$ cat src/rtl/uart_pkg.sv
// uart_pkg: shared UART receiver/transmitter state type, frame width and bit-period math
package uart_pkg;
    typedef enum logic [2:0] {IDLE, START, DATA, STOP, BREAK} state_t;
    localparam int DATA_BITS = 8;
    function automatic int bit_period(input int clk_freq, input int baud);
        return clk_freq / baud;
    endfunction
endpackage

$ cat src/rtl/sync_2ff.sv
// sync_2ff: two-flop synchronizer for one asynchronous input bit, reset to RESET_VAL
module sync_2ff #(
    parameter logic RESET_VAL = 1'b0
) (
    input  logic clk,
    input  logic rst_n,
    input  logic i_d,
    output logic o_q
);
    logic r_meta;
    always_ff @(posedge clk) begin
        if (!rst_n) begin
            r_meta <= RESET_VAL;
            o_q    <= RESET_VAL;
        end else begin
            r_meta <= i_d;
            o_q    <= r_meta;
        end
    end
endmodule

$ cat src/rtl/uart_rx.sv
// uart_rx: 8N1 serial receiver with mid-bit sampling, valid strobe and stop-bit error flag
module uart_rx
    import uart_pkg::*;
#(
    parameter int BAUD_RATE = 9600,
    parameter int CLK_FREQ  = 100000000
) (
    input  logic                 clk,
    input  logic                 rst_n,
    input  logic                 rx,
    output logic [DATA_BITS-1:0] rx_data,
    output logic                 rx_valid,
    output logic                 rx_busy,
    output logic                 frame_err
);
    localparam int BIT_PERIOD  = bit_period(CLK_FREQ, BAUD_RATE);
    localparam int HALF_PERIOD = BIT_PERIOD / 2;
    localparam logic [15:0] BIT_LAST  = 16'(BIT_PERIOD - 1);
    localparam logic [15:0] HALF_LAST = 16'(HALF_PERIOD - 1);
    localparam logic [2:0]  IDX_LAST  = 3'(DATA_BITS - 1);

    logic                 w_rx_s;
    state_t               r_state;
    logic [15:0]          r_timer;
    logic [2:0]           r_bit_idx;
    logic [DATA_BITS-1:0] r_shift;

    sync_2ff #(.RESET_VAL(1'b1)) u_sync (
        .clk  (clk),
        .rst_n(rst_n),
        .i_d  (rx),
        .o_q  (w_rx_s)
    );

    always_ff @(posedge clk) begin
        if (!rst_n) begin
            r_state   <= IDLE;
            r_timer   <= '0;
            r_bit_idx <= '0;
            r_shift   <= '0;
            rx_data   <= '0;
            rx_valid  <= 1'b0;
            rx_busy   <= 1'b0;
            frame_err <= 1'b0;
        end else begin
            rx_valid  <= 1'b0;
            frame_err <= 1'b0;
            case (r_state)
                IDLE: if (!w_rx_s) begin
                    r_state <= START;
                    r_timer <= '0;
                    rx_busy <= 1'b1;
                end
                START: if (r_timer == HALF_LAST) begin
                    r_timer   <= '0;
                    r_bit_idx <= '0;
                    r_state   <= w_rx_s ? IDLE : DATA;
                    rx_busy   <= !w_rx_s;
                end else r_timer <= r_timer + 16'd1;
                DATA: if (r_timer == BIT_LAST) begin
                    r_timer            <= '0;
                    r_shift[r_bit_idx] <= w_rx_s;
                    r_bit_idx          <= r_bit_idx + 3'd1;
                    if (r_bit_idx == IDX_LAST) r_state <= STOP;
                end else r_timer <= r_timer + 16'd1;
                // Leaving at the stop mid-point keeps a back-to-back start edge visible in IDLE
                STOP: if (r_timer == BIT_LAST) begin
                    r_timer <= '0;
                    if (w_rx_s) begin
                        rx_data  <= r_shift;
                        rx_valid <= 1'b1;
                        rx_busy  <= 1'b0;
                        r_state  <= IDLE;
                    end else begin
                        frame_err <= 1'b1;
                        r_state   <= BREAK;
                    end
                end else r_timer <= r_timer + 16'd1;
                BREAK: if (w_rx_s) begin
                    r_state <= IDLE;
                    rx_busy <= 1'b0;
                end
                default: r_state <= IDLE;
            endcase
        end
    end
endmodule

$ cat config.mk
export PLATFORM = sky130hd
export DESIGN_NAME = uart_rx
export DESIGN_NICKNAME = d
export VERILOG_FILES = /design/src/rtl/uart_pkg.sv /design/src/rtl/sync_2ff.sv /design/src/rtl/uart_rx.sv
export SDC_FILE = /design/constraint.sdc
export NUM_CORES = 1
export LEC_CHECK = 0
export ABC_AREA = 1
export CAP_MARGIN = 10
export CORE_MARGIN = 10
export CORE_UTILIZATION = 61
export CTS_BUF_LIST = sky130_fd_sc_hd__clkbuf_4 sky130_fd_sc_hd__clkbuf_8
export DETAILED_ROUTE_END_ITERATION = 16
export PLACE_DENSITY = 0.81
export SYNTH_ARGS = -nofsm -noshare
export SYNTH_HDL_FRONTEND = slang
export SYNTH_SLANG_ARGS = --single-unit
export TNS_END_PERCENT = 30
$ cat constraint.sdc
create_clock -name clk -period 1.6 [get_ports clk]
set_input_delay 0.32 -clock clk [delete_from_list [all_inputs] [get_ports clk]]
set_output_delay 0.32 -clock clk [all_outputs]
set_load 0.05 [all_outputs]
* Word-level counts from Yosys, hierarchy flattened
Index checks and enable logic that the tools add are counted.
** Operators by class
- Add/subtract/negate cells :: 2
- Order comparisons :: 2
- Equal/unequal tests :: 13
- Multiplexer cells :: 26
- Reduce and logical (&&, ||, !) cells :: 14
** Operator list (number)
- two-way mux 16 bit :: 3
- case mux 16 bit (3 select lines) :: 1
- two-way mux 3 bit :: 9
- adder 16 x 1 -> 16 bit (second input constant) :: 1
- equality test 16 x 13 -> 1 bit (second input constant) :: 1
- equality test 16 x 14 -> 1 bit (second input constant) :: 1
- case mux 3 bit (5 select lines) :: 1
- != test 2 bit (second input constant) :: 5
- AND reduction 3 bit :: 3
- bitwise mux 8 bit :: 1
- two-way mux 1 bit :: 7
- equality test 3 x 2 -> 1 bit (second input constant) :: 2
- equality test 3 bit (second input constant) :: 2
- case mux 3 bit (2 select lines) :: 1
- AND reduction 6 bit :: 1
- < comparator 3 x 4 -> 1 bit (second input constant) :: 1
- case mux 1 bit (4 select lines) :: 1
- AND reduction 2 bit :: 2
- AND reduction 4 bit :: 1
- nonzero test 4 bit :: 1
- adder 3 x 1 -> 3 bit (second input constant) :: 1
- demux 1 bit (select 3 bit) :: 1
- equality test 3 x 1 -> 1 bit (second input constant) :: 1
- >= comparator 3 x 1 -> 1 bit (second input constant) :: 1
- 8 further kinds :: 8
** Storage, ports and cells
- Register bits after elaboration :: 43
- Input bits :: 3
- Output and inout bits :: 11
- Word-level logic and storage cells :: 67

* Depth between registers and ports, before layout
- Depth in word-level cells :: 5
- Gate-level depth with buffers :: 11
- Depth with buffers taken out :: 11

* Cells and area by module
Synthesis repeated with hierarchy kept, for this count alone.
** Second synthesis, totals
- Cells, all modules :: 336
- Area total of the unflattened synthesis :: 2303.5 um2
** Modules (own cells, without submodules)
- uart_rx :: times used 1, cells an instance 330, area each 2248.4 um2, seq. area each 820.8 um2
- sync_2ff :: times used 1, cells an instance 6, area each 55.1 um2, seq. area each 40.0 um2

* Worst setup path after synthesis
No wires, ideal clock.
- Path type :: register to register
- Start point :: reg r_timer[0]
- End point :: reg r_timer[10]
- Library setup time :: 117 ps
- Arrival :: 1361 ps
- Data required time :: 1483 ps
- Slack :: 122 ps
- Cell stages (with the launch flop) :: 9
- Path buffers :: 0
- Clock period less this slack :: 1478 ps
- Cells stage by stage :: dfxtp_1 ha_1 nand3_2 nor2_2 nand2_4 nand2_2 nand3_2 nand2_2 nor2_1
** On the way
- Cells in the longest elaborated chain, start to end :: 3
- Elaborated cells on any way between the ends :: 6
- Those cells by class :: 1 x add/sub; 2 x eq/ne; 3 x mux
** RTL lines
- from (decl) :: line uart_rx.sv:24 : logic [15:0] r_timer;
- from (signal assigned) :: line uart_rx.sv:59 : end else r_timer <= r_timer + 16'd1;
- from (signal assigned) :: line uart_rx.sv:65 : end else r_timer <= r_timer + 16'd1;
- from (signal assigned) :: line uart_rx.sv:78 : end else r_timer <= r_timer + 16'd1;
- adder 16 x 1 -> 16 bit (tied with other cells) :: line uart_rx.sv:59, uart_rx.sv:65, uart_rx.sv:78
- two-way mux 16 bit, on equally long branches :: line uart_rx.sv:60, uart_rx.sv:67, uart_rx.sv:54
- case mux 16 bit (3 select lines) * :: line uart_rx.sv:48 : case (r_state)
Every way passes the cells marked *; elsewhere a longest branch is shown, timed or not.
A chain may end at the register's enable or synchronous reset.

* Worst setup path after layout
- Start point :: reg r_timer[11]
- End point :: reg rx_data[1]
** On the way
- Cells in the longest elaborated chain, start to end :: 2
** RTL lines
- equality test 16 x 14 -> 1 bit :: line uart_rx.sv:67 : STOP: if (r_timer == BIT_LAST) begin
- AND reduction 3 bit (no source line)
- to (signal assigned) :: line uart_rx.sv:70 : rx_data <= r_shift;
- to (decl) :: line uart_rx.sv:11 : output logic [DATA_BITS-1:0] rx_data,
Every way passes these cells.

==> impl_metrics.ini <==
[outcome]
status = complete, no violations

[floorplan]
start_util_pct = 63.4
io_pins = 14
die_area_mm2 = 0.00671
core_mm2 = 0.00369
row_count = 22
die_x_um = 81.9
die_h_um = 81.9

[timing]
setup_slack_ps = 66.2
slew_viol_final = 0
hold_viol_final = 0
finalCritPeriodShare_pct = 95.9
setup_tns_ps = 0
setup_viol = 0
finClkSkew_ps = 6.12
worst_pin_slew_ps = 323
worst_slew_margin_rel_pct = 78.3
period_minus_slack_ps = 1530
timing.fmax_mhz = 652
rsz0062_at_grt = yes

[critical_path]
cp.required_ps = 1790
cpMostUsedCell = nor2_1
crit_path_end_kind = flip-flop
cp_top_family = simple AND/OR/NAND/NOR gates
path_buf_inv = 1
cp_max_fo = 8
crit_chain = nand2_1 -> clkinv_1 -> nand2_2 -> nor4_4 -> nand3_4 -> nor2_1 -> nor2_1
criticalPathCategory = reg2reg
slowest_stage = dfxtp_1
cpPeakStageDelay_ps = 420
crit_arrival_ps = 1730
start_kind = flip-flop

[route]
via_count = 2311
drt_first_pass_iters = 4
wl_per_cell_um = 13.6
drt_iter0_drc = 239
drc = 0
ant_nets = 0
routed_wl_um = 5810
via_per_inst = 5.41

[power]
power_switching_share_pct = 36.5
p_clk_share_pct = 23.9
power_switching_w = 0.000993
irDropWorstVdd_mv = 0.771
seqPwrFrac_pct = 42.8
p_total_w = 0.00272
p_leak_nw = 1.21
combPwrFrac_pct = 33.2
p_int_w = 0.00173
powerDensity_mw_per_mm2 = 965

[placed_design]
gp_congestion = 0.918
dp_slack_ps = -141
hpwl_um = 4190
dp.cells = 418
port-buffer-count = 13

[clocking]
cts.path.max_buffers = 2
h-tree-depth = 2
cts_tree = done
cts_root_buf = clkbuf_8
numCtsBuffers = 5
ctsHoldBuffers = 0
cts.sink_count = 43
clock_latency_ps = 300
path_clk_slew_ps = 80

[finish]
area_delta_synth_final_pct = 20.7
final.fill_count = 277
drive_above_1_share_pct = 22.7
nets = 386
antenna_cells = 0
final_cells = 427

[global_routing]
grt_pass1_vias = 2159
grt_first_pass_wirelength_um = 9760
antenna_found_initial = 0
grt_use_total_pct = 18.0
grt_overflow = 0
grt_max_degree = 13

[synthesis]
synth_cell_types = 34
ys_ff_latch = 43
seq_area_frac_synth_pct = 36.8
synth_cells = 346
avgSynthCellArea_um2 = 6.76
syn_area_mm2 = 0.00234
syn-num-nets = 352
yosysWarningCount = 0

[run]
drv_cap = 0

[hold_path]
hold_class = reg2reg
[cell families after synthesis]
family	share of synthesized area [%]
buf+inv	8.19
simple gates	41.8
xor+xnor	1.12
compound gates	10.5
flops	36.8
fa+ha+maj	1.61
[Yosys cell counts]
master    instances  area [um^2]
clkbuf_1          2         7.51
nor2_4            2         22.5
o21ai_4           1         16.3
nor2_1           64          240
nand3b_1          1         7.51
or2_2             3         18.8
nor3_2            1         10.0
clkinv_1          1         3.75
nor3b_2           3         37.5
nor3_1            7         35.0
a21oi_4           1         16.3
buf_4             2         15.0
inv_2             5         18.8
nand2_4           1         11.3
nand3_2           4         40.0
clkbuf_2          1         5.00
dfxtp_1          43          861
nor2_2            2         12.5
xor2_1            3         26.3
buf_2             2         10.0
o21ai_0          21          105
inv_1            35          131
nand2_2           6         37.5
a21boi_0          1         7.51
a21oi_1          17         85.1
nand3_1          22          110
nand4_1          12         75.1
nand2_1          75          282
nor3_4            1         16.3
or2_4             1         8.76
o21bai_1          1         7.51
nor4_2            1         12.5
a21o_1            1         7.51
ha_1              3         37.5
[final timing paths]
check,slack (ps),depth (start not counted),to,start
max,70,7,rx_data[1],r_timer[11]
min,420,1,u_sync.o_q,u_sync.r_meta
max reg2reg,70,7,rx_data[1],r_timer[11]
min reg2reg,420,1,u_sync.o_q,u_sync.r_meta
[layout by cell type, fill, tap and decap left out, drive strengths merged]
cell,n
clkinv,1
nor3,9
nand3b,1
a21oi,18
clkbuf,5
inv,40
buf,32
clkinvlp,1
ha,3
nor4,1
clkdlybuf4s50,2
dfxtp,43
nand4,12
o21bai,1
o21ai,22
nand2,82
nand3,26
xor2,3
nor2,68
a21boi,1
a21o,1
nor3b,3
or2,4
[what timing repair did]
action | in CTS | in global routing
buffers inserted | 2 | 1
resized for setup | 8 | 23
endpoints found under the setup margin | 16 | 35
pin swaps | 2 | 6
[power by group through the flow]
stage	combinational (W)	clock, W	sequential [W]
2_1_floorplan	0.000586	0	0.00120
3_3_place_gp	0.000823	0	0.00118
3_5_place_dp	0.000845	0	0.00118
4_1_cts	0.000855	0.000654	0.00116
5_1_grt	0.00101	0.000706	0.00117
6_report	0.000905	0.000652	0.00117
[state kept, by name (all words and copies together) (netlist names)]
signal and count:
r_bit_idx 3, r_shift 8, frame_err 1, rx_valid 1, u_sync.r_meta 1, r_timer 16
rx_data 8, r_state 3, rx_busy 1, u_sync.o_q 1
[routing by layer]
| layer | track usage [%] | vias up | part of all wire (%) |
|---|---|---|---|
| li1 | - | 1184 | - |
| met1 | 23.1 | 1052 | 45 |
| met2 | 29.3 | 63 | 48 |
| met3 | 3.71 | 12 | 5.6 |
| met4 | 6.12 | 0 | 2.2 |
| met5 | 0 | - | 0 |
[metrics by stage]
step	area, um^2	utilization, %	hold slack (ps)
detailed placement	2600	70.5	409
finish	2820	76.5	420
floorplan	2340	-	392
CTS	2720	73.8	428
global placement	2600	70.5	397
global route	2820	76.5	429
[area by class of cell]
class	instances	area, um^2	area share, %
Multi-Input combinational cell	255	1400	49.7
Sequential cell	43	865	30.6
Timing Repair Buffer	34	264	9.35
Inverter	41	154	5.45
Clock buffer	5	68.8	2.44
Tap cell	48	60.1	2.13
Clock inverter	1	7.51	0.266
No activity file was read; power rests on OpenSTA's default activity.
